--- src/rtl/adder8_share_seq_if.sv ---
// Request/response bundle between the requesters and the shared-adder sequencer.
interface adder8_share_seq_if #(
  parameter int unsigned NREQ   = 4,
  parameter int unsigned NBYTES = 4
) ();
  localparam int unsigned IDW = $clog2(NREQ);
  localparam int unsigned W   = 8 * NBYTES;

  logic [NREQ-1:0]   req_valid;
  logic [NREQ-1:0]   req_ready;
  logic [NREQ*W-1:0] req_a;
  logic [NREQ*W-1:0] req_b;
  logic              rsp_valid;
  logic              rsp_ready;
  logic [IDW-1:0]    rsp_id;
  logic [W-1:0]      rsp_sum;
  logic              rsp_cout;

  // Requester side
  modport master (
    output req_valid, req_a, req_b, rsp_ready,
    input  req_ready, rsp_valid, rsp_id, rsp_sum, rsp_cout
  );

  // Sequencer side
  modport slave (
    input  req_valid, req_a, req_b, rsp_ready,
    output req_ready, rsp_valid, rsp_id, rsp_sum, rsp_cout
  );
endinterface

--- src/rtl/adder8_share_seq.sv ---
// Round-robin sequencer that time-shares one external 8-bit adder among NREQ
// requesters. Each byte k>=1 takes two adder passes (A+B, then +carry) so the
// adder is used verbatim, exact or approximate.
module adder8_share_seq #(
  parameter int unsigned NREQ   = 4,
  parameter int unsigned NBYTES = 4
) (
  input  logic                 clk,
  input  logic                 rst_n,
  adder8_share_seq_if.slave    bus,
  output logic [7:0]           add_in1,
  output logic [7:0]           add_in2,
  input  logic [8:0]           add_res,
  output logic                 add_en,
  output logic                 busy
);
  localparam int unsigned IDW = $clog2(NREQ);
  localparam int unsigned W   = 8 * NBYTES;
  localparam int unsigned KW  = (NBYTES > 1) ? $clog2(NBYTES) : 1;

  localparam logic [1:0] StIdle   = 2'd0;
  localparam logic [1:0] StPassAb = 2'd1;
  localparam logic [1:0] StPassC  = 2'd2;
  localparam logic [1:0] StResp   = 2'd3;

  logic [1:0]     st_q, st_d;
  logic [IDW-1:0] ptr_q, ptr_d;
  logic [W-1:0]   a_q, a_d, b_q, b_d, sum_q, sum_d;
  logic [IDW-1:0] id_q, id_d;
  logic [KW-1:0]  k_q, k_d;
  logic           carry_q, carry_d;
  logic [7:0]     p_q, p_d;
  logic           c1_q, c1_d;

  logic           grant_vld;
  logic [IDW-1:0] grant_idx;
  logic [W-1:0]   a_sel, b_sel;

  // Round-robin search starting at the pointer
  always_comb begin
    int unsigned idx;
    idx       = 0;
    grant_vld = 1'b0;
    grant_idx = '0;
    for (int unsigned i = 0; i < NREQ; i++) begin
      idx = (32'(ptr_q) + i) % NREQ;
      if (!grant_vld && bus.req_valid[idx]) begin
        grant_vld = 1'b1;
        grant_idx = IDW'(idx);
      end
    end
  end

  // Operand mux for the granted requester
  always_comb begin
    a_sel = '0;
    b_sel = '0;
    for (int unsigned i = 0; i < NREQ; i++) begin
      if (grant_idx == IDW'(i)) begin
        a_sel = bus.req_a[i*W +: W];
        b_sel = bus.req_b[i*W +: W];
      end
    end
  end

  // Next-state, adder drive and grant
  always_comb begin
    st_d          = st_q;
    ptr_d         = ptr_q;
    a_d           = a_q;
    b_d           = b_q;
    sum_d         = sum_q;
    id_d          = id_q;
    k_d           = k_q;
    carry_d       = carry_q;
    p_d           = p_q;
    c1_d          = c1_q;
    bus.req_ready = '0;
    add_in1       = 8'h00;
    add_in2       = 8'h00;
    add_en        = 1'b0;
    case (st_q)
      StIdle: begin
        // Gated by rst_n so no grant is visible while reset is held
        if (grant_vld && rst_n) begin
          bus.req_ready[grant_idx] = 1'b1;
          a_d     = a_sel;
          b_d     = b_sel;
          id_d    = grant_idx;
          k_d     = '0;
          carry_d = 1'b0;
          ptr_d   = IDW'((32'(grant_idx) + 1) % NREQ);
          st_d    = StPassAb;
        end
      end
      StPassAb: begin
        add_in1 = a_q[{k_q, 3'b000} +: 8];
        add_in2 = b_q[{k_q, 3'b000} +: 8];
        add_en  = 1'b1;
        p_d     = add_res[7:0];
        c1_d    = add_res[8];
        if (k_q == '0) begin
          // Byte 0 has no incoming carry, so it needs no second pass
          sum_d[7:0] = add_res[7:0];
          carry_d    = add_res[8];
          if (NBYTES == 1) begin
            st_d = StResp;
          end else begin
            k_d = KW'(1);
          end
        end else begin
          st_d = StPassC;
        end
      end
      StPassC: begin
        add_in1 = p_q;
        add_in2 = {7'b0, carry_q};
        add_en  = 1'b1;
        sum_d[{k_q, 3'b000} +: 8] = add_res[7:0];
        carry_d = c1_q | add_res[8];
        if (k_q == KW'(NBYTES - 1)) begin
          st_d = StResp;
        end else begin
          k_d  = k_q + KW'(1);
          st_d = StPassAb;
        end
      end
      StResp: begin
        if (bus.rsp_ready) st_d = StIdle;
      end
      default: st_d = StIdle;
    endcase
  end

  // State registers
  always_ff @(posedge clk or negedge rst_n) begin
    if (!rst_n) begin
      st_q    <= StIdle;
      ptr_q   <= '0;
      a_q     <= '0;
      b_q     <= '0;
      sum_q   <= '0;
      id_q    <= '0;
      k_q     <= '0;
      carry_q <= 1'b0;
      p_q     <= 8'h00;
      c1_q    <= 1'b0;
    end else begin
      st_q    <= st_d;
      ptr_q   <= ptr_d;
      a_q     <= a_d;
      b_q     <= b_d;
      sum_q   <= sum_d;
      id_q    <= id_d;
      k_q     <= k_d;
      carry_q <= carry_d;
      p_q     <= p_d;
      c1_q    <= c1_d;
    end
  end

  // Response fields are only driven while the result is presented
  always_comb begin
    bus.rsp_valid = (st_q == StResp);
    bus.rsp_id    = bus.rsp_valid ? id_q : '0;
    bus.rsp_sum   = bus.rsp_valid ? sum_q : '0;
    bus.rsp_cout  = bus.rsp_valid & carry_q;
    busy          = (st_q != StIdle);
  end
endmodule

--- src/flat_wrapper.sv ---
// flat-port wrapper written by rule: the top's interface ports become plain ports
module adder8_share_seq_flat 
#(
  parameter int unsigned NREQ   = 4,
  parameter int unsigned NBYTES = 4
)
  (clk, rst_n, add_in1, add_in2, add_res, add_en, busy, bus_req_valid, bus_req_a, bus_req_b, bus_rsp_ready, bus_req_ready, bus_rsp_valid, bus_rsp_id, bus_rsp_sum, bus_rsp_cout);
  adder8_share_seq_if #(.NREQ(NREQ), .NBYTES(NBYTES)) bus_i ();
  input  logic clk;
  input  logic rst_n;
  output logic [7:0] add_in1;
  output logic [7:0] add_in2;
  input  logic [8:0] add_res;
  output logic add_en;
  output logic busy;
  input wire logic [$bits(bus_i.req_valid)-1:0] bus_req_valid;
  input wire logic [$bits(bus_i.req_a)-1:0] bus_req_a;
  input wire logic [$bits(bus_i.req_b)-1:0] bus_req_b;
  input wire logic [$bits(bus_i.rsp_ready)-1:0] bus_rsp_ready;
  output wire logic [$bits(bus_i.req_ready)-1:0] bus_req_ready;
  output wire logic [$bits(bus_i.rsp_valid)-1:0] bus_rsp_valid;
  output wire logic [$bits(bus_i.rsp_id)-1:0] bus_rsp_id;
  output wire logic [$bits(bus_i.rsp_sum)-1:0] bus_rsp_sum;
  output wire logic [$bits(bus_i.rsp_cout)-1:0] bus_rsp_cout;
  assign bus_i.req_valid = bus_req_valid;
  assign bus_i.req_a = bus_req_a;
  assign bus_i.req_b = bus_req_b;
  assign bus_i.rsp_ready = bus_rsp_ready;
  assign bus_req_ready = bus_i.req_ready;
  assign bus_rsp_valid = bus_i.rsp_valid;
  assign bus_rsp_id = bus_i.rsp_id;
  assign bus_rsp_sum = bus_i.rsp_sum;
  assign bus_rsp_cout = bus_i.rsp_cout;
  adder8_share_seq #(.NREQ(NREQ), .NBYTES(NBYTES)) u_core (.clk(clk), .rst_n(rst_n), .bus(bus_i), .add_in1(add_in1), .add_in2(add_in2), .add_res(add_res), .add_en(add_en), .busy(busy));
endmodule
--- config.mk ---
export PLATFORM = sky130hd
export DESIGN_NAME = adder8_share_seq_flat
export DESIGN_NICKNAME = d
export VERILOG_FILES = /design/src/rtl/adder8_share_seq_if.sv /design/src/rtl/adder8_share_seq.sv /design/src/flat_wrapper.sv
export SDC_FILE = /design/constraint.sdc
export NUM_CORES = 1
export LEC_CHECK = 0
export BUFFER_PORTS_ARGS = -buffer_cell sky130_fd_sc_hd__buf_2
export CAP_MARGIN = 20
export CORE_MARGIN = 4
export CORE_UTILIZATION = 52
export DETAILED_ROUTE_END_ITERATION = 7
export HOLD_SLACK_MARGIN = 0.08
export PLACE_DENSITY_LB_ADDON = 0.15
export REMOVE_ABC_BUFFERS = 1
export SYNTH_ARGS = -nofsm -noshare
export SYNTH_HDL_FRONTEND = slang
export SYNTH_SLANG_ARGS = --single-unit
--- constraint.sdc ---
create_clock -name clk -period 4.3 [get_ports clk]
set_input_delay 0.86 -clock clk [delete_from_list [all_inputs] [get_ports clk]]
set_output_delay 0.86 -clock clk [all_outputs]
set_load 0.02 [all_outputs]
==> reports/metrics.sh <==
INTERNAL_POWER_uW=3910
P_SW_uW=2720
MAX_SLEW_VIOLATION_COUNT=0
TIMING.FINAL.WS_SETUP_PS=918
CTS.HOLD.BUFFERS_ADDED=0
ASYNC_RESET_FF_FRAC=1.00
CRIT_SHARE_POST_ROUTE=0.786
CRITICALPATHCATEGORY='input port to output pin'
ANTENNA_FOUND_INITIAL=6
ROUTED-VIA-COUNT=7852
HP-CLASS='register to register'
CTS_INSERTED_BUFFERS=17
NETLIST_INSTANCES=842
DRV_CAP=0
PLACE.DETAILED.HPWL_MM=18.3
FP.DIEW_UM=129
CLK_PIN_SLEW_PS=50
FLOORPLAN.DIE_AREA_UM2=16600
SWITCHING_SHARE=0.410
CRIT_PATH_END_KIND='output pin'
SETUP_VIOL_COUNT_FINAL=0
WORSTREG2REGEND='u_core.b_q[28]$_DFFE_PN0P_'
GLOBAL_ROUTE_TRACK_USAGE_ON_MET2=0.500
CTS_TREE='yes'
VDD_IR_DROP_MAX_mV=0.399
TRITONCTS_NUM_SINKS=114
GRT_UTIL_MET3=0.0892
GRT_USE_TOTAL=0.300
GRT_MOST_USED_LAYER='met2'
CLOCK_INSERTION_DELAY_WORST_SKEW_PS=420
WORST_HOLD_PATH.NUM_CELLS=1
ARRIVAL_PS=2520
POST_SYNTH_MOST_FREQUENT_CELLS='sky130_fd_sc_hd__a21oi_1, sky130_fd_sc_hd__dfrtp_1, sky130_fd_sc_hd__inv_1, sky130_fd_sc_hd__nand2_1'
IOS=330
POST-PLACE-WS_PS=943
MAXSLEWHEADROOM=0.252
GLOBAL_ROUTE.OVERFLOW_TOTAL=0
POST_ROUTE_CELLS_DRIVE_ABOVE_1_SHARE=0.364
POST_CTS.REPAIR.SETUP_BUFFERS=0
GRT_START_MAX_NET_PINS=129
DRT-WIRELENGTH-PER-CELL_UM=19.4
SYNTH-EDFF-COUNT=0
CRIT_REQUIRED_PS=3440
OUTCOME='complete, no violations'
POWER.STATIC_LEAKAGE_uW=0.00471
SYNTH-SEQ-AREA-SHARE=0.376
LAYOUT-AREA-OVERHEAD-VS-SYNTH_PCT=29.8
REGISTER_BIT_TOTAL_FROM_SYNTHESIS=114
FIN_HOLD_WS_PS=497
GRT_UTIL_MET1=0.366
COMBINATIONALPOWERSHARE=0.523
SHARE_OF_POWER_BURNED_IN_REGISTERS=0.279
FINALHOLDVIOLCOUNT=0
NNETSFINAL=1403
FLOORPLAN.DIE.HEIGHT_UM=129
R2R-START='u_core.ptr_q[1]$_DFFE_PN0P_'
CORE-AREA_UM2=14100
SYNTH_LARGEST_TYPE_AREA_FRACTION=0.376
CRITICAL_PATH.MAX_FANOUT=39
VIA_COUNT_OF_THE_FIRST_GLOBAL_ROUTING_PASS=7607
POSTROUTEWIRELENGTH_MM=25.5
YS.WARNINGS.COUNT=0
START_UTIL=0.538
SYNTH_TOP_CELL_BY_AREA='sky130_fd_sc_hd__dfrtp_1'
FMAX_GHz=0.296
YS_TOP_CELLS_BY_AREA='sky130_fd_sc_hd__dfrtp_1, sky130_fd_sc_hd__a21oi_1, sky130_fd_sc_hd__a221o_1, sky130_fd_sc_hd__nand3b_1, sky130_fd_sc_hd__a31oi_1'
NUMPORTBUFFERS=329
ROUTABILITY_DRIVEN_PLACEMENT_CONGESTION_RATIO=0.847
REMAINING_DRCS=0
POSTSYNTHAREAPERCELL_UM2=9.00
POST-ROUTE-MIN-PERIOD_PS=3380
CTS-RESIZED-GATES=0
WORST-R2R-SETUP-SLACK_PS=1460
DRT_ITER0_DRC=430
CLOCK-SKEW-FINAL_PS=5.80
SYNTH.LIB_CELLS_USED.DISTINCT=43
YOSYS.CELL_COUNT.TOP_TYPE='sky130_fd_sc_hd__a21oi_1'
GRT_PASS1_WL_MM=39.2
TIGHTEST_SLEW_PS=1120
MIN_DELAY_ENDPOINT='u_core.sum_q[8]$_DFFE_PN0P_'
FLOORPLAN.ROWS=43
CLOCKPOWERSHARE=0.197
ROUTED_VIA_DENSITY=5.98
FIRST_PASS_ITERS=6
WORST_SETUP_PATH_START_KIND='input port'
GRT_SETUP_UNREPAIRED='no'
H-TREE-DEPTH=4
POWERDENSITY_nW_PER_UM2=673
YS_FLOP_TYPE='sky130_fd_sc_hd__dfrtp_1'
FINAL_ANTENNA_NET_COUNT=0
WORSTREGTOREGCELLS=8
CTSROOTBUFFERMASTER='sky130_fd_sc_hd__clkbuf_16'
CLOCKBUFFERDEPTH=2
SYN-CELL-AREA_UM2=7580
TIMING.HOLD.WORST.START='u_core.sum_q[8]$_DFFE_PN0P_'
[per-layer routing]
layer  routed length, um  vias to the layer above
li1                    -                     3689
met1                9960                     3749
met2               12700                      352
met3                2110                       56
met4                 675                        6
met5                  28                        -
[layout make-up]
type                    instances  area [um^2]
fillers                      1174         4260
repair buffers                345         1790
inverters                      73          274
flip-flops and latches        114         2850
multi-input cells             567         4140
diodes                          3         7.51
clock inverters                10         85.1
clock buffers                  22          464
well taps                     180          225
[logic make-up after synthesis]
| family | after synthesis | synth area share |
|---|---|---|
| adders and majority gates | 13 | 0.0215 |
| and+or+nand+nor | 205 | 0.156 |
| DFF | 114 | 0.376 |
| buffers and inverters | 161 | 0.0847 |
| muxes | 30 | 0.0683 |
| AOI/OAI and AO/OA | 319 | 0.293 |
[state kept, by name (all words and copies together) (netlist names)]
signal,flops
u_core.a_q,32
u_core.b_q,32
u_core.sum_q,32
u_core.p_q,8
u_core.id_q,2
u_core.k_q,2
u_core.ptr_q,2
u_core.st_q,2
u_core.c1_q,1
u_core.carry_q,1
[worst max-delay path, cell delays in order]
cell                       delay, ps
sky130_fd_sc_hd__buf_2           140
sky130_fd_sc_hd__nor2b_1         140
sky130_fd_sc_hd__a221oi_1        110
sky130_fd_sc_hd__nor2_1          360
sky130_fd_sc_hd__ha_4            500
sky130_fd_sc_hd__and3_1          240
sky130_fd_sc_hd__buf_2           170
[power groups by stage]
stage / logic, uW / clock network, uW / registers [uW]
2_1_floorplan: 2500 / 0 / 1780
3_3_place_gp: 3390 / 0 / 1830
3_5_place_dp: 3450 / 0 / 1850
4_1_cts: 3460 / 1320 / 1840
5_1_grt: 3790 / 1370 / 1900
6_report: 3470 / 1310 / 1850
[worst max path at each step]
stage	start	endpoint	slack, ps	cells past startpoint
after floorplan	bus_req_valid[2]	bus_req_ready[3]	-610	5
after global placement	bus_req_valid[2]	bus_req_ready[1]	960	7
after detailed placement	bus_req_valid[2]	bus_req_ready[2]	940	7
after CTS	bus_req_valid[2]	bus_req_ready[2]	940	7
after global routing	u_core.st_q[1]$_DFFE_PN0P_	add_in1[1]	850	6
final	bus_req_valid[2]	bus_req_ready[2]	920	7
[through the flow]
stage	TNS (ps)	cells	utilization	power (uW)	instance area, um^2
2_1_floorplan	-15250	754	-	4280	7210
3_3_place_gp	0	1279	0.659	5220	9280
3_5_place_dp	0	1279	0.659	5300	9280
4_1_cts	0	1311	0.698	6620	9830
5_1_grt	0	1314	0.698	7060	9840
6_report	0	1314	0.698	6630	9840
[layout by cell type, fill, tap and decap left out, drive strengths merged, types with 13 or more instances in the layout]
master  count
and2       44
dfrtp     114
buf       345
a22o       41
mux4       16
a221o      64
clkbuf     22
inv        73
a21oi     131
a31oi      64
nand3b     64
ha         13
nand2      72
No activity file was read; power rests on OpenSTA's default activity.
